## src/rtl/lfsr_interval_timer.sv

```systemverilog
// ---------------------------------------------------------------------------
// lfsr_interval_timer
//
// Purpose:
//   Generates one-cycle event pulses at pseudo-random intervals. In LOAD it
//   samples a 5-bit value from an upstream LFSR and clamps it up to
//   MIN_INTERVAL. In COUNT it counts that many time-base ticks. It then
//   fires a single pulse in FIRE and reloads while enable stays high.
//
// Parameters:
//   MIN_INTERVAL  lowest interval in ticks (legal range 1..31)
//
// Ports:
//   clk          in   system clock, all logic on the rising edge
//   reset        in   synchronous active-high reset
//   lfsr[4:0]    in   pseudo-random value, sampled only in LOAD
//   enable       in   level-sensitive run request
//   tick         in   one-cycle time-base strobe
//   pulse        out  one-cycle strobe at the end of each interval
//   busy         out  high in LOAD, COUNT and FIRE
//   interval[4:0]out  interval length currently in use
//   pulse_count  out  pulses issued (saturating at 255)
//
// Configuration macro:
//   LFSR_TIMER_PULSE_COUNT_EN  when defined, builds the saturating pulse
//                              counter; when undefined, pulse_count is a
//                              constant 0 and no counter register exists.
// ---------------------------------------------------------------------------
module lfsr_interval_timer #(
    parameter int MIN_INTERVAL = 1
) (
    input  logic       clk,
    input  logic       reset,
    input  logic [4:0] lfsr,
    input  logic       enable,
    input  logic       tick,
    output logic       pulse,
    output logic       busy,
    output logic [4:0] interval,
    output logic [7:0] pulse_count
);

    typedef enum logic [1:0] {
        S_IDLE  = 2'd0,
        S_LOAD  = 2'd1,
        S_COUNT = 2'd2,
        S_FIRE  = 2'd3
    } state_t;

    localparam logic [4:0] C_MIN_INTERVAL = 5'(MIN_INTERVAL);

    state_t     r_state;
    logic       r_pulse;
    logic       r_busy;
    logic [4:0] r_interval;
    logic [4:0] r_counter;
    logic [4:0] w_load_value;

    // Clamp the random sample so the interval is never shorter than the
    // minimum; a value of 0 therefore also maps to MIN_INTERVAL.
    assign w_load_value = (lfsr < C_MIN_INTERVAL) ? C_MIN_INTERVAL : lfsr;

`ifdef LFSR_TIMER_PULSE_COUNT_EN
    logic [7:0] r_pulse_count;
`endif

    always_ff @(posedge clk) begin
        if (reset) begin
            r_state    <= S_IDLE;
            r_pulse    <= 1'b0;
            r_busy     <= 1'b0;
            r_interval <= 5'd0;
            r_counter  <= 5'd0;
`ifdef LFSR_TIMER_PULSE_COUNT_EN
            r_pulse_count <= 8'd0;
`endif
        end else begin
            // pulse is only ever high for the single FIRE cycle
            r_pulse <= 1'b0;
            case (r_state)
                S_IDLE: begin
                    if (enable) begin
                        r_state <= S_LOAD;
                        r_busy  <= 1'b1;
                    end
                end

                S_LOAD: begin
                    // tick is deliberately ignored here
                    if (!enable) begin
                        r_state <= S_IDLE;
                        r_busy  <= 1'b0;
                    end else begin
                        r_interval <= w_load_value;
                        r_counter  <= w_load_value;
                        r_state    <= S_COUNT;
                    end
                end

                S_COUNT: begin
                    // Dropping enable wins over a simultaneous final tick,
                    // so an abort never produces a pulse.
                    if (!enable) begin
                        r_state <= S_IDLE;
                        r_busy  <= 1'b0;
                    end else if (tick) begin
                        // counter is loaded with >= 1, so the <= 1 test
                        // also stops it from ever wrapping below zero
                        if (r_counter <= 5'd1) begin
                            r_counter <= 5'd0;
                            r_state   <= S_FIRE;
                            r_pulse   <= 1'b1;
`ifdef LFSR_TIMER_PULSE_COUNT_EN
                            if (r_pulse_count != 8'hFF) begin
                                r_pulse_count <= r_pulse_count + 8'd1;
                            end
`endif
                        end else begin
                            r_counter <= r_counter - 5'd1;
                        end
                    end
                end

                S_FIRE: begin
                    // tick is ignored; reload immediately if still enabled
                    if (enable) begin
                        r_state <= S_LOAD;
                    end else begin
                        r_state <= S_IDLE;
                        r_busy  <= 1'b0;
                    end
                end

                default: begin
                    r_state <= S_IDLE;
                    r_busy  <= 1'b0;
                end
            endcase
        end
    end

    assign pulse    = r_pulse;
    assign busy     = r_busy;
    assign interval = r_interval;

`ifdef LFSR_TIMER_PULSE_COUNT_EN
    assign pulse_count = r_pulse_count;
`else
    assign pulse_count = 8'd0;
`endif

endmodule

```

## config.mk

```make
export PLATFORM = sky130hd
export DESIGN_NAME = lfsr_interval_timer
export DESIGN_NICKNAME = d
export VERILOG_FILES = /design/src/rtl/lfsr_interval_timer.sv
export SDC_FILE = /design/constraint.sdc
export NUM_CORES = 1
export LEC_CHECK = 0
export ABC_CLOCK_PERIOD_IN_PS = 4300
export BUFFER_PORTS_ARGS = -buffer_cell sky130_fd_sc_hd__clkbuf_2
export CAP_MARGIN = 15
export CORE_MARGIN = 2
export CORE_UTILIZATION = 43
export DETAILED_ROUTE_END_ITERATION = 12
export GPL_TIMING_DRIVEN = 0
export PLACE_DENSITY = 0.69
export SYNTH_ARGS = -nofsm -noshare
export SYNTH_HDL_FRONTEND = slang
export SYNTH_SLANG_ARGS = --single-unit
```

## constraint.sdc

```tcl
create_clock -name clk -period 4.3 [get_ports clk]
set_input_delay 0.86 -clock clk [delete_from_list [all_inputs] [get_ports clk]]
set_output_delay 0.86 -clock clk [all_outputs]
set_load 0.05 [all_outputs]
```

==> metrics list, run 1 <==
* Critical-path top delay cell: sky130_fd_sc_hd__dfxtp_1
- At the later pin of the worst-skew pair, clock insertion delay measures 0.29 ns.
* Overall power consumption: 315.7 uW
- The analysis attributes to net switching a power of 100.3 uW.
- The critical path starts at interval[2]$_SDFFE_PP0P_.
- Max_cap viols: 0
* Number of nets in the finished design: 128
- Beginning of the worst register-to-register path: r_counter[0]$_SDFFE_PP0P_
- Number of hold buffers added after cts: 0
- For this block, the initial DRC count from the detailed router was 9.
- In the routed design, unresolved DRC markers number 0.
* Root buf cell: sky130_fd_sc_hd__clkbuf_4
* Layout cell share with drive strength beyond 1: between 30% and 40%
- VDD IR-drop max: approximately 200 uV
- Critical Path RT: 3.44 ns
- Endpoint class of the critical path: output port
- The synthesized design spends more area on one cell type than any other, namely sky130_fd_sc_hd__dfxtp_1.
- Post-CTS setup-driven buffer insertion count: 0
- The first global-routing pass estimated 2311 um of wire.
- The routed layout has 672 vias.
- Counting both buffers and inverters, the worst setup path holds a total of 1.
- Critical path, cell by cell: clkbuf_2
- Overall Global Routing Usage: approximately 16%
- Clock tree synthesis found a total of 14 sinks.
* WL met2: 666 um
- Netlist cell types: 24
- Mapped cell area: between 700 and 800 um2
* Total area of multi-input combinational cells: 409.1 um2
- Share of the clock period used by the worst path: 41.12%
* Floorplan row count: 15
- Number of global-route vias before repair: 556
- Critical path arrival: 0.91 ns
* P_leak: 0.0003945 uW
* Die width: ~46 um
- Number of instances in the synthesized netlist: 91
- Instance count after placement with tap cells included: 129
- Following the worst setup path forward leads to its endpoint at interval[2].
- Upper clock frequency limit: 565.5 MHz
- Once the floorplan was initialized, standard cells occupied 44.52% of the core.
- The worst register-to-register path ends at r_counter[4]$_SDFFE_PP0P_.
- Setup total negative slack on the finished layout was measured at 0 ns.
- Number of iterations in the first detailed-routing pass: 4
- Most instantiated cells after synthesis: 14 x sky130_fd_sc_hd__dfxtp_1, 10 x sky130_fd_sc_hd__nand2_1, 10 x sky130_fd_sc_hd__nor3_1, 8 x sky130_fd_sc_hd__a21oi_1, 8 x sky130_fd_sc_hd__buf_4
- TritonCTS built the clock tree.
- Summing the areas of all and, or, nand and nor instances in the mapped netlist gives 25.46% of the synthesized area.
- Clock-pin slew on the worst setup and hold paths: 0.09 ns
- Post-layout instance area: roughly 910 um2
- After synthesis, the largest family of logic cells by area is simple AND/OR/NAND/NOR gates.
- In this run the number of cells on the critical path is 1.
- The routed design has 1433 um of wire.
- Clock buffers created by TritonCTS: 3
- Synthesis inferred 14 register bits.
- The clock passes through at most 2 buffers.
* Setup slack on the worst flop-to-flop path: roughly 2.8 ns
- Dividing total power by cell area gives a power density of 348.5 nW/um2.
- 0 antenna diodes ended up in the layout.
- In this run the worst hold path is classified as reg2reg.
- Averaged over all synthesized cells, the footprint is between 8 and 9 um2.
- Floorplan Core Area: 1689 um2
- Post_cts resized: 0
- Adder-cell area share of the yosys netlist: ~3.3%
- Placed wire-length estimate after detailed placement: ~1100 um
* Final Core Density: 53.63%
* Most frequently used flop master after synthesis: sky130_fd_sc_hd__dfxtp_1
* Met3 routed WL: 62 um
- During I/O placement, the number of pins put on the boundary was 24.
- Largest fanout of any net on the critical path: 2
- Worst Setup Path Type: reg2out
- Maximum number of pins on one net before global-route repair: 11
* Sequential group share of total power: 44.8%
- Die Area: ~2100 um2
- Ratio of routed vias to standard cells: between 5 and 6
- Combinational logic is responsible for 24.7% of the overall power.
- From bottom edge to top edge, the die measures 45.82 um.
* Instance area at placement: slightly below 900 um2
* Worst reg2reg path depth: 6
* Post-synthesis compound-gate area fraction: 18.14%
- Yosys mapped a number of flops with a built-in enable equal to 0.
- Count of H-tree levels built during CTS: 1
- Setup repair after global routing left no endpoint under its margin.
* Clock group share of total power: 30.5%
- The run finished with clean final reports.
* Highest routing layer actually used: met4
- Number of synthesis warnings: 0
- Broken down by cell family, the worst path's largest delay share belongs to flip-flops.
* Worst-case clock skew: 0.008672 ns
* FILL cells: 170
* Fraction of synthesis flops using an asynchronous set or reset pin: 0%
* Switching share of power: between 30% and 40%
* Portion of synthesized cell area occupied by the leading cell type: 37.27%
* Non-filler cells in the finished layout: 133
- Setup violations remaining at the end of the flow were counted as 0.
* Area growth, synth to finish: 20.47%
- After Yosys synthesis, XOR and XNOR cells account for 3.494% of the synthesized area.
* Initial antenna violation count: 0
- In the final layout, flip-flops and latches occupy 280.3 um2.
- After detailed routing, the wire length on met1 is 674 um.
* Min Tclk post-route: 1.768 ns
- Of the post-synthesis cell area, the part taken by muxes is 0%.
* Share of the yosys chip area belonging to registers: 37.27%
- The worst setup path is launched from a register.
* Cell-internal power: 215.4 uW
* Leading cell types by total area after synthesis: sky130_fd_sc_hd__dfxtp_1 37%, sky130_fd_sc_hd__buf_4 8.0%, sky130_fd_sc_hd__nor3_1 6.7%
- Port buffering added 14 buffers.
- Number of hold violations in the final report: 0
- Global placer's final weighted congestion: 0.8057
* Most instantiated library cell after synthesis: sky130_fd_sc_hd__dfxtp_1
- Global routing finished with a remaining overflow of 0.
- Crit path largest cell delay: 0.34 ns
- The detail route stage leaves a number of antenna-violating nets equal to 0.
- Routed len/inst: 10.77 um
- Max-slew violations: 0
==> sequential cells by signal, indices dropped and copies added, names as in the netlist <==
| register | count |
|---|---|
| busy | 1 |
| r_counter | 5 |
| r_state | 2 |
| interval | 5 |
| pulse | 1 |
==> routing by layer <==
metal  up-vias  GRT usage, %
li1        347             -
met1       306         19.09
met2        14         24.23
met3         5         5.952
met4         0         6.857
met5         -             0
==> worst min path at each step <==
stage | from | end | slack [ns] | cells after the start
floorplan | r_counter[4]$_SDFFE_PP0P_ | r_counter[4]$_SDFFE_PP0P_ | 0.49 | 2
global placement | interval[3]$_SDFFE_PP0P_ | interval[3]$_SDFFE_PP0P_ | 0.44 | 2
detailed placement | interval[1]$_SDFFE_PP0P_ | interval[1]$_SDFFE_PP0P_ | 0.45 | 2
CTS | interval[1]$_SDFFE_PP0P_ | interval[1]$_SDFFE_PP0P_ | 0.47 | 2
global route | interval[2]$_SDFFE_PP0P_ | interval[2]$_SDFFE_PP0P_ | 0.49 | 2
finish | interval[1]$_SDFFE_PP0P_ | interval[1]$_SDFFE_PP0P_ | 0.46 | 2
==> final cells by class <==
cell class	count	area share (%)
clock buffers	4	4.006
well taps	17	2.348
flip-flops and latches	14	30.94
plain buffers	12	8.564
inverters	3	1.243
repair buffers	14	7.735
multi-input cells	69	45.17
==> stage by stage <==
| stage | setup slack [ns] | hold slack [ns] |
|---|---|---|
| final | 2.532 | 0.4600 |
| after CTS | 2.521 | 0.4665 |
| after detailed placement | 2.369 | 0.4548 |
| after floorplan | 2.544 | 0.4912 |
| after global routing | 2.481 | 0.4867 |
| after global placement | 2.387 | 0.4433 |
==> power by group through the flow <==
stage / logic (uW) / registers [uW] / clock network [uW]
final: 78.0 / 142 / 96.2
after global routing: 85.7 / 143 / 107
after floorplan: 56.1 / 152 / 0
after CTS: 78.3 / 142 / 100
after detailed placement: 78.3 / 145 / 0
after global placement: 77.4 / 144 / 0
==> cell usage in the layout, fill, tap and decap left out, types with 3 or more instances in the layout <==
cell type                  netlist  routed
sky130_fd_sc_hd__a21oi_1         8       8
sky130_fd_sc_hd__nor3_1         10      10
sky130_fd_sc_hd__nand2b_1        3       3
sky130_fd_sc_hd__conb_1          1       8
sky130_fd_sc_hd__nand2_1        10      10
sky130_fd_sc_hd__o311a_2         4       4
sky130_fd_sc_hd__dfxtp_1        14      14
sky130_fd_sc_hd__clkbuf_2        0      14
sky130_fd_sc_hd__inv_1           3       3
sky130_fd_sc_hd__nand3_1         4       4
sky130_fd_sc_hd__buf_4           8       8
sky130_fd_sc_hd__xnor2_1         3       3
sky130_fd_sc_hd__nor2_1          7       7
sky130_fd_sc_hd__clkbuf_4        0       3
==> cells by family (layout without fill, tap and decap cells) <==
kind of cell	after synthesis	in the layout
other	1	8
AOI/OAI and AO/OA	17	17
buffers and inverters	15	33
adders and majority gates	2	2
DFF	14	14
and+or+nand+nor	39	39
xor gates and xnor gates	3	3
(Power assumes the default switching activity.)
==> run 2: changes to the inputs <==
--- a/config.mk
+++ b/config.mk
@@ -5,14 +5,14 @@
 export SDC_FILE = /design/constraint.sdc
 export NUM_CORES = 1
 export LEC_CHECK = 0
-export ABC_CLOCK_PERIOD_IN_PS = 4300
+export ABC_CLOCK_PERIOD_IN_PS = 1400
 export BUFFER_PORTS_ARGS = -buffer_cell sky130_fd_sc_hd__clkbuf_2
 export CAP_MARGIN = 15
 export CORE_MARGIN = 2
 export CORE_UTILIZATION = 43
 export DETAILED_ROUTE_END_ITERATION = 12
 export GPL_TIMING_DRIVEN = 0
-export PLACE_DENSITY = 0.69
+export PLACE_DENSITY = 0.72
 export SYNTH_ARGS = -nofsm -noshare
 export SYNTH_HDL_FRONTEND = slang
 export SYNTH_SLANG_ARGS = --single-unit
==> constraint.sdc (replaced) <==
create_clock -name clk -period 1.4 [get_ports clk]
set_input_delay 0.28 -clock clk [delete_from_list [all_inputs] [get_ports clk]]
set_output_delay 0.28 -clock clk [all_outputs]
set_load 0.05 [all_outputs]
==> run 2 against run 1 <==
  * Largest power group unchanged
  * Clock skew grew 0.0018 ns
  * Clock power rose to 3.0 times the previous value
  * Non-clock buffer count is 4 higher
  * Highest routed layer unchanged
  * Global-route usage up 0.80 points
  * The flow now finishes with violations (setup timing)
==> metrics list, run 2 (synthesis gave the netlist of run 1 again) <==
* Initial DRC Count: 12 (was 9)
- Global placer's final weighted congestion: 0.7814 (was 0.8057)
- Number of iterations in the first detailed-routing pass: 4 (unchanged)
* Maximum number of pins on one net before global-route repair: 11 (unchanged)
* Die width: 45.82 um (unchanged)
* Worst R2R End: r_counter[2]$_SDFFE_PP0P_ (was r_counter[4]$_SDFFE_PP0P_)
- Area growth, synth to finish: 30.62% (was 20.47%)
- First-pass GRT wire length: 2504 um (was 2311 um)
- N_diodes: 0 (unchanged)
* Final count of negative-setup-slack endpoints: 1 (was 0)
- Final Hold Slack: 0.1706 ns (was 0.4600 ns)
- The number of pins exceeding their max-slew limit in the final report was 0 (unchanged).
- The share of total power in combinational logic came to 27.2% (was 24.7%).
- The number of I/O port buffers came to 14 (unchanged).
* Floorplan Core Area: 1689 um2 (unchanged)
- The cell count of the worst hold path was 2 (unchanged).
- Floorplan row count: 15 (unchanged)
- The number of hold violations in the final report was 0 (unchanged).
- Max Buffers Root-to-Sink: 2 (unchanged)
- The number of cells traversed by the worst register-to-register path is 5 (was 6).
- Hold_sp: reset (was interval[1]$_SDFFE_PP0P_)
- Beginning of the worst register-to-register path: r_counter[0]$_SDFFE_PP0P_ (unchanged)
- CP startpoint: r_counter[0]$_SDFFE_PP0P_ (was interval[2]$_SDFFE_PP0P_)
* Overall Global Routing Usage: 16.41% (was 15.61%)
- Ratio of routed vias to standard cells: 5.007 (was 5.053)
- The arrival time of the worst setup path is 1.62 ns (was 0.91 ns).
- Power dissipated by switching net loads: 315.3 uW (was 100.3 uW)
* Overall via count from detail_route: 686 (was 672)
- Clock group share of total power: 29.3% (was 30.5%)
- Number of nets in the finished design: 132 (was 128)
- The HPWL after detailed placement is 1129 um (was 1104 um).
* Critical Path RT: 1.61 ns (was 3.44 ns)
- Switching share of power: 31.62% (was 31.76%)
* Post-Route WL: 1513 um (was 1433 um)
- Setup slack on the worst flop-to-flop path: -0.006 ns (was 2.75 ns)
- Hold Path End: r_counter[2]$_SDFFE_PP0P_ (was interval[1]$_SDFFE_PP0P_)
- Critical-path top delay cell: sky130_fd_sc_hd__dfxtp_4 (was sky130_fd_sc_hd__dfxtp_1)
- The sink count of the clock tree is 14 (unchanged).
- TritonCTS clock tree: done (unchanged)
- Sum Neg Setup Slack: -0.006187 ns (was 0 ns)
* DRC Markers: 0 (unchanged)
* Tightest Hold Check Type: in2reg (was reg2reg)
* Critical path, cell by cell: buf_4, nor2_1, o21a_4, or3_4, a311oi_2 (was clkbuf_2)
- VDD IR-drop max: 737.9 uV (was 198.1 uV)
- Worst-case clock skew: 0.01048 ns (was 0.008672 ns)
- The setup slack of the critical path after layout is -0.006187 ns (was 2.532 ns).
- The library cell used most frequently in the layout, excluding fill and tap cells, is sky130_fd_sc_hd__clkbuf_2.
- Crit path largest cell delay: 0.37 ns (was 0.34 ns)
- I/O pin cnt: 24 (unchanged)
- Layout cell share with drive strength beyond 1: 42.50% (was 31.03%)
- RSZ-0062 raised after global routing: yes (was no).
* Total power per unit cell area: 1015 nW/um2 (was 348.5 nW/um2)
* Share of the clock period used by the worst path: 100.4%
- Starting density of the core: 44.52% (unchanged)
* Sequential group share of total power: 43.5% (was 44.8%)
* P_leak: 0.0004279 uW (was 0.0003945 uW)
- Run status: finished with violations (was completed).
* Endpoint class of the critical path: register (was output port)
- Violated checks: setup timing
* Root buf cell: sky130_fd_sc_hd__clkbuf_4 (unchanged)
- The average wire length per cell after detail routing came to 11.04 um (was 10.77 um).
- The global route total overflow is 0 (unchanged).
- The die area was 2099 um2 (unchanged).
* Clock-pin slew on the worst setup and hold paths: 0.09 ns (about the same)
- Worst Setup Path Type: reg2reg (was reg2out)
- Initial antenna violation count: 0 (unchanged)
- Clock insertion delay at the later pin of the skew report: 0.29 ns (about the same)
* Remaining antenna violation count after routing: 0 (unchanged)
* Startpoint class of the critical path: register (unchanged)
- Largest fanout of any net on the critical path: 6 (was 2)
* Number of global-route vias before repair: 596 (was 556)
- Upper clock frequency limit: 711.1 MHz
* Most frequent cells in the layout: 15 x sky130_fd_sc_hd__clkbuf_2, 12 x sky130_fd_sc_hd__buf_4, 12 x sky130_fd_sc_hd__dfxtp_1 (was 14 x sky130_fd_sc_hd__dfxtp_1, 14 x sky130_fd_sc_hd__clkbuf_2, 10 x sky130_fd_sc_hd__nor3_1, 10 x sky130_fd_sc_hd__nand2_1)
- The smallest clock period supported by the final layout is computed as 1.406 ns.
- Clock buffers created by TritonCTS: 3 (unchanged)
* Cell-internal power: 682.0 uW (was 215.4 uW)
* Die boundary height: 45.82 um (unchanged)
- Max_cap viols: 0 (unchanged)
- Count of H-tree levels built during CTS: 1 (unchanged)
[run 2: cell count changes in the layout (fill, tap and decap cells not counted), sizes merged]
cell	change
buf	+4
[run 2: metal layers]
| layer | vias to the layer above | routed length, um | GRT usage [%] |
|---|---|---|---|
| met1 | 309 | 653 | 20.48 |
| met2 | 17 | 761 | 25.07 |
| met5 | - | 0 | 0 |
| li1 | 356 | - | - |
| met4 | 0 | 21 | 5.143 |
| met3 | 4 | 75 | 7.540 |
[run 2: worst max-delay path by stage]
stage,to,slack (ns)
after floorplan,r_counter[2]$_SDFFE_PP0P_,-0.03
after CTS,r_counter[2]$_SDFFE_PP0P_,0.006
after detailed placement,r_counter[4]$_SDFFE_PP0P_,-0.11
after global routing,r_counter[2]$_SDFFE_PP0P_,-0.05
final,r_counter[2]$_SDFFE_PP0P_,-0.006
after global placement,r_counter[2]$_SDFFE_PP0P_,-0.07
[run 2: power groups by stage]
stage	Combinational (uW)	Clock, uW	Sequential (uW)
finish	271	292	434
global route	297	319	437
CTS	262	302	433
detailed placement	240	0	445
global placement	237	0	444
floorplan	173	0	469
[run 2: cell type report]
type	instances	area (um2)
Clock buffer	4	36.28
Buffer	12	78.83
Inverter	3	11.26
Fill cell	161	706.9
Sequential cell	14	285.3
Multi-Input combinational cell	69	449.2
Timing Repair Buffer	18	100.1
Tap cell	17	21.27
[run 2: worst max-delay path, delay by kind of cell, from the launching register on]
kind | cells | cell delay, ns
simple gates | 2 | 0.37
buf+inv | 1 | 0.11
compound gates | 2 | 0.48
flops | 1 | 0.37
[run 2: metrics by stage]
step / cells / setup slack [ns] / total power [uW] / area (um2) / util [%]
after floorplan: 98 / -0.03366 / 641.0 / 780.7 / -
after global placement: 129 / -0.07245 / 680.6 / 872.1 / 51.63
after detailed placement: 129 / -0.1117 / 685.0 / 872.1 / 51.63
after CTS: 137 / 0.005738 / 998.0 / 959.7 / 56.81
after global routing: 137 / -0.05042 / 1053 / 982.2 / 58.15
final: 137 / -0.006187 / 997.3 / 982.2 / 58.15
[run 2: timing repair]
action	4_1_cts	5_1_grt
setup endpoints to repair	6	4
pin swaps	4	0
gates resized for setup	7	5
hold buffers	0	0
buffers inserted	4	0
==> run 3: changes to the inputs <==
--- a/config.mk
+++ b/config.mk
@@ -5,7 +5,7 @@
 export SDC_FILE = /design/constraint.sdc
 export NUM_CORES = 1
 export LEC_CHECK = 0
-export ABC_CLOCK_PERIOD_IN_PS = 1400
+export ABC_CLOCK_PERIOD_IN_PS = 1170
 export BUFFER_PORTS_ARGS = -buffer_cell sky130_fd_sc_hd__clkbuf_2
 export CAP_MARGIN = 15
 export CORE_MARGIN = 2
@@ -13,6 +13,7 @@
 export DETAILED_ROUTE_END_ITERATION = 12
 export GPL_TIMING_DRIVEN = 0
 export PLACE_DENSITY = 0.72
+export REMOVE_ABC_BUFFERS = 1
 export SYNTH_ARGS = -nofsm -noshare
 export SYNTH_HDL_FRONTEND = slang
 export SYNTH_SLANG_ARGS = --single-unit
==> constraint.sdc (replaced) <==
create_clock -name clk -period 1.17 [get_ports clk]
set_input_delay 0.234 -clock clk [delete_from_list [all_inputs] [get_ports clk]]
set_output_delay 0.234 -clock clk [all_outputs]
set_load 0.05 [all_outputs]
==> run 3 against run 2 <==
  * The flow still finishes with violations (setup timing)
  * Count of clock-buffer cells in the layout did not move
  * Total power increased by 20%
  * Critical path depth grew 1
  * Clock power grew 22%
  * Fmax about the same
  * Sequential power grew 21%
  * Die area unchanged
  * First-iteration DRC count is 25% lower
  * Combinational power is 17% higher
  * Clock skew decreased by 0.0042 ns
  * Cell area fell by 3.6%
  * Utilization fell by 2.1 points
  * Highest routed layer unchanged
==> metrics list, run 3 (synthesis gave the netlist of run 1 again) <==
- FILL cells: 156 (was 161)
* Number of sinks handled by clock tree synthesis: 14 (unchanged)
- Run status: finished with violations (unchanged).
* Switching share of power: 32.81% (was 31.62%)
- Die Area: 2099 um2 (unchanged)
- Post-layout instance area: 947.2 um2 (was 982.2 um2)
* Maximum number of pins on one net before global-route repair: 13 (was 11)
- The number of hold violations in the final report was 0 (unchanged).
- The final sum of negative setup slack came to -0.9340 ns (was -0.006187 ns).
* Root buf cell: sky130_fd_sc_hd__clkbuf_4 (unchanged)
- The worst-case register-to-register setup slack came to -0.24 ns (was -0.006 ns).
- Initial DRC Count: 9 (was 12)
* Tightest Hold Check Type: in2reg (unchanged)
* Remaining antenna violation count after routing: 0 (unchanged)
- The clock latency at the later pin of the worst-skew pair was 0.28 ns (was 0.29 ns).
- VDD IR-drop max: 613.1 uV (was 737.9 uV)
- Total area of multi-input combinational cells: 480.5 um2 (was 449.2 um2)
- The post-detailed-routing wire length came to 1626 um (was 1513 um).
* Most frequent cells in the layout: 10 x sky130_fd_sc_hd__nand2_1, 10 x sky130_fd_sc_hd__clkbuf_2, 9 x sky130_fd_sc_hd__dfxtp_1 (was 15 x sky130_fd_sc_hd__clkbuf_2, 12 x sky130_fd_sc_hd__buf_4, 12 x sky130_fd_sc_hd__dfxtp_1)
- The power after layout is 1196 uW (was 997.3 uW).
- Number of input and output port buffers inserted: 15 (was 14)
- The power per standard cell area came to 1263 nW/um2 (was 1015 nW/um2).
- The sequential cell area is 289.0 um2 (was 285.3 um2).
- Floorplan Core Area: 1689 um2 (unchanged)
* Upper clock frequency limit: 710.9 MHz (was 711.1 MHz)
- First-pass GRT wire length: 2366 um (was 2504 um)
- The total via count after detailed routing is 683 (was 686).
- The number of H-tree levels is 1 (unchanged).
- The remaining routing DRC violations is 0 (unchanged).
- Min Tclk post-route: 1.407 ns (was 1.406 ns)
- The relative contribution of sequential cells to total power was 43.8% (was 43.5%).
- The CTS tree was done (unchanged).
- Share of total power in combinational logic: 26.6% (was 27.2%)
- GRT overflow: 0 (unchanged)
* Die boundary height: 45.82 um (unchanged)
- The antenna diode count is 0 (unchanged).
- The placer congestion estimate came to 0.7767 (was 0.7814).
* Crit path largest cell delay: 0.39 ns (was 0.37 ns)
- Number of hold buffers added after cts: 0 (unchanged)
* Number of nets in the finished design: 121 (was 132)
- Max Buffers Root-to-Sink: 2 (unchanged)
* Number of global-route vias before repair: 588 (was 596)
- Cell-internal power: 803.8 uW (was 682.0 uW)
- Clock buffers created by TritonCTS: 3 (unchanged)
- Worst Setup Path Type: reg2reg (unchanged)
- The largest clock skew in the final design is 0.006326 ns (was 0.01048 ns).
* P_leak: 0.0003922 uW (was 0.0004279 uW)
* Critical-path top delay cell: sky130_fd_sc_hd__dfxtp_4 (unchanged)
* Final Hold Slack: 0.2197 ns (was 0.1706 ns)
- Instance area at placement: 797.0 um2 (was 872.1 um2)
* Max-slew violations: 0 (unchanged)
* Area growth, synth to finish: 25.96% (was 30.62%)
* Smallest setup slack after layout: -0.2366 ns (was -0.006187 ns)
- The initial antenna violation count was 0 (unchanged).
- Critical path arrival: 1.62 ns (about the same)
* Share of the clock period used by the worst path: 120.2% (was 100.4%)
* Endpoint class of the critical path: register (unchanged)
- Largest fanout of any net on the critical path: 4 (was 6)
* Ratio of routed vias to standard cells: 5.421 (was 5.007)
* Critical Path RT: 1.38 ns (was 1.61 ns)
- The number of max-capacitance violations reported was 0 (unchanged).
- RSZ-0062 raised after global routing: yes (unchanged).
* Placed wire-length estimate after detailed placement: 1048 um (was 1129 um)
- Die width: 45.82 um (unchanged)
- The effective utilization at floorplan came to 44.52% (unchanged).
* Final count of negative-setup-slack endpoints: 6 (was 1)
* I/O pin cnt: 24 (unchanged)
- The average wire length per cell after detail routing was 12.90 um (was 11.04 um).
* Layout cell share with drive strength beyond 1: 44.95% (was 42.50%)
- The net switching power of the design came to 392.5 uW (was 315.3 uW).
* Clock-pin slew on the worst setup and hold paths: 0.09 ns (about the same)
- Number of iterations in the first detailed-routing pass: 4 (unchanged)
- The kind of start point of the critical path is a register (unchanged).
- Floorplan row count: 15 (unchanged)
* Critical path, cell by cell: inv_2, ha_2, nor3b_2, xnor2_1, o311a_2, nor3_2 (was buf_4, nor2_1, o21a_4, or3_4, a311oi_2)
- Violated checks: setup timing (unchanged)
* Overall Global Routing Usage: 15.95% (was 16.41%)
- Clock group share of total power: 29.6% (was 29.3%)
run 3: cell count changes in the layout (fill, tap and decap cells not counted), moves of 3 or more:
cell                       previous run  this run
sky130_fd_sc_hd__clkbuf_2            15        10
sky130_fd_sc_hd__buf_2                2         5
sky130_fd_sc_hd__dfxtp_1             12         9
sky130_fd_sc_hd__nor3_1               8         5
sky130_fd_sc_hd__nor3_2               2         5
sky130_fd_sc_hd__buf_4               12         3
sky130_fd_sc_hd__dfxtp_2              1         4
run 3: worst max-delay path: cells and delay by family (launching register included):
kind            cells  cell delay, ns
flops               1            0.39
compound gates      1            0.35
simple gates        2            0.27
fa+ha+maj           1            0.17
xor+xnor            1            0.12
buf+inv             1            0.04
run 3: layout make-up:
type	count	share of cell area (%)
multi-input combinational	69	50.73
sequential	14	30.52
timing repair buffer	19	11.49
clock buffer	4	3.831
tap	17	2.246
inverter	3	1.189
run 3: metrics by stage:
stage	util, %	worst slack, ns	cells
finish	56.07	-0.2366	126
global placement	47.19	-0.3614	118
detailed placement	47.19	-0.4021	118
floorplan	-	-0.2940	86
global route	56.07	-0.3234	126
CTS	54.37	-0.2371	125
run 3: power by group through the flow:
stage          clock network, uW  logic, uW  registers [uW]
2_1_floorplan                  0        175             560
3_3_place_gp                   0        259             530
3_5_place_dp                   0        262             532
4_1_cts                      357        298             522
5_1_grt                      383        344             528
6_report                     355        318             524
run 3: what timing repair did:
action,CTS,global route
endpoints found under the setup margin,11,13
resized for setup,18,11
buffers inserted,3,1
pin swaps,6,3
run 3: worst paths after layout:
kind	depth (start not counted)	to	start
setup / recovery	6	r_counter[4]$_SDFFE_PP0P_	r_counter[0]$_SDFFE_PP0P_
hold / removal	3	interval[2]$_SDFFE_PP0P_	lfsr[2]
setup reg to reg	6	r_counter[4]$_SDFFE_PP0P_	r_counter[0]$_SDFFE_PP0P_
hold reg to reg	2	interval[2]$_SDFFE_PP0P_	interval[2]$_SDFFE_PP0P_
run 3: per-layer routing:
metal | global-route usage [%] | up-vias | wire length [um]
li1 | - | 338 | -
met3 | 3.571 | 2 | 54
met4 | 9.143 | 0 | 14
met1 | 18.18 | 325 | 675
met2 | 27.04 | 18 | 882
met5 | 0 | - | 0
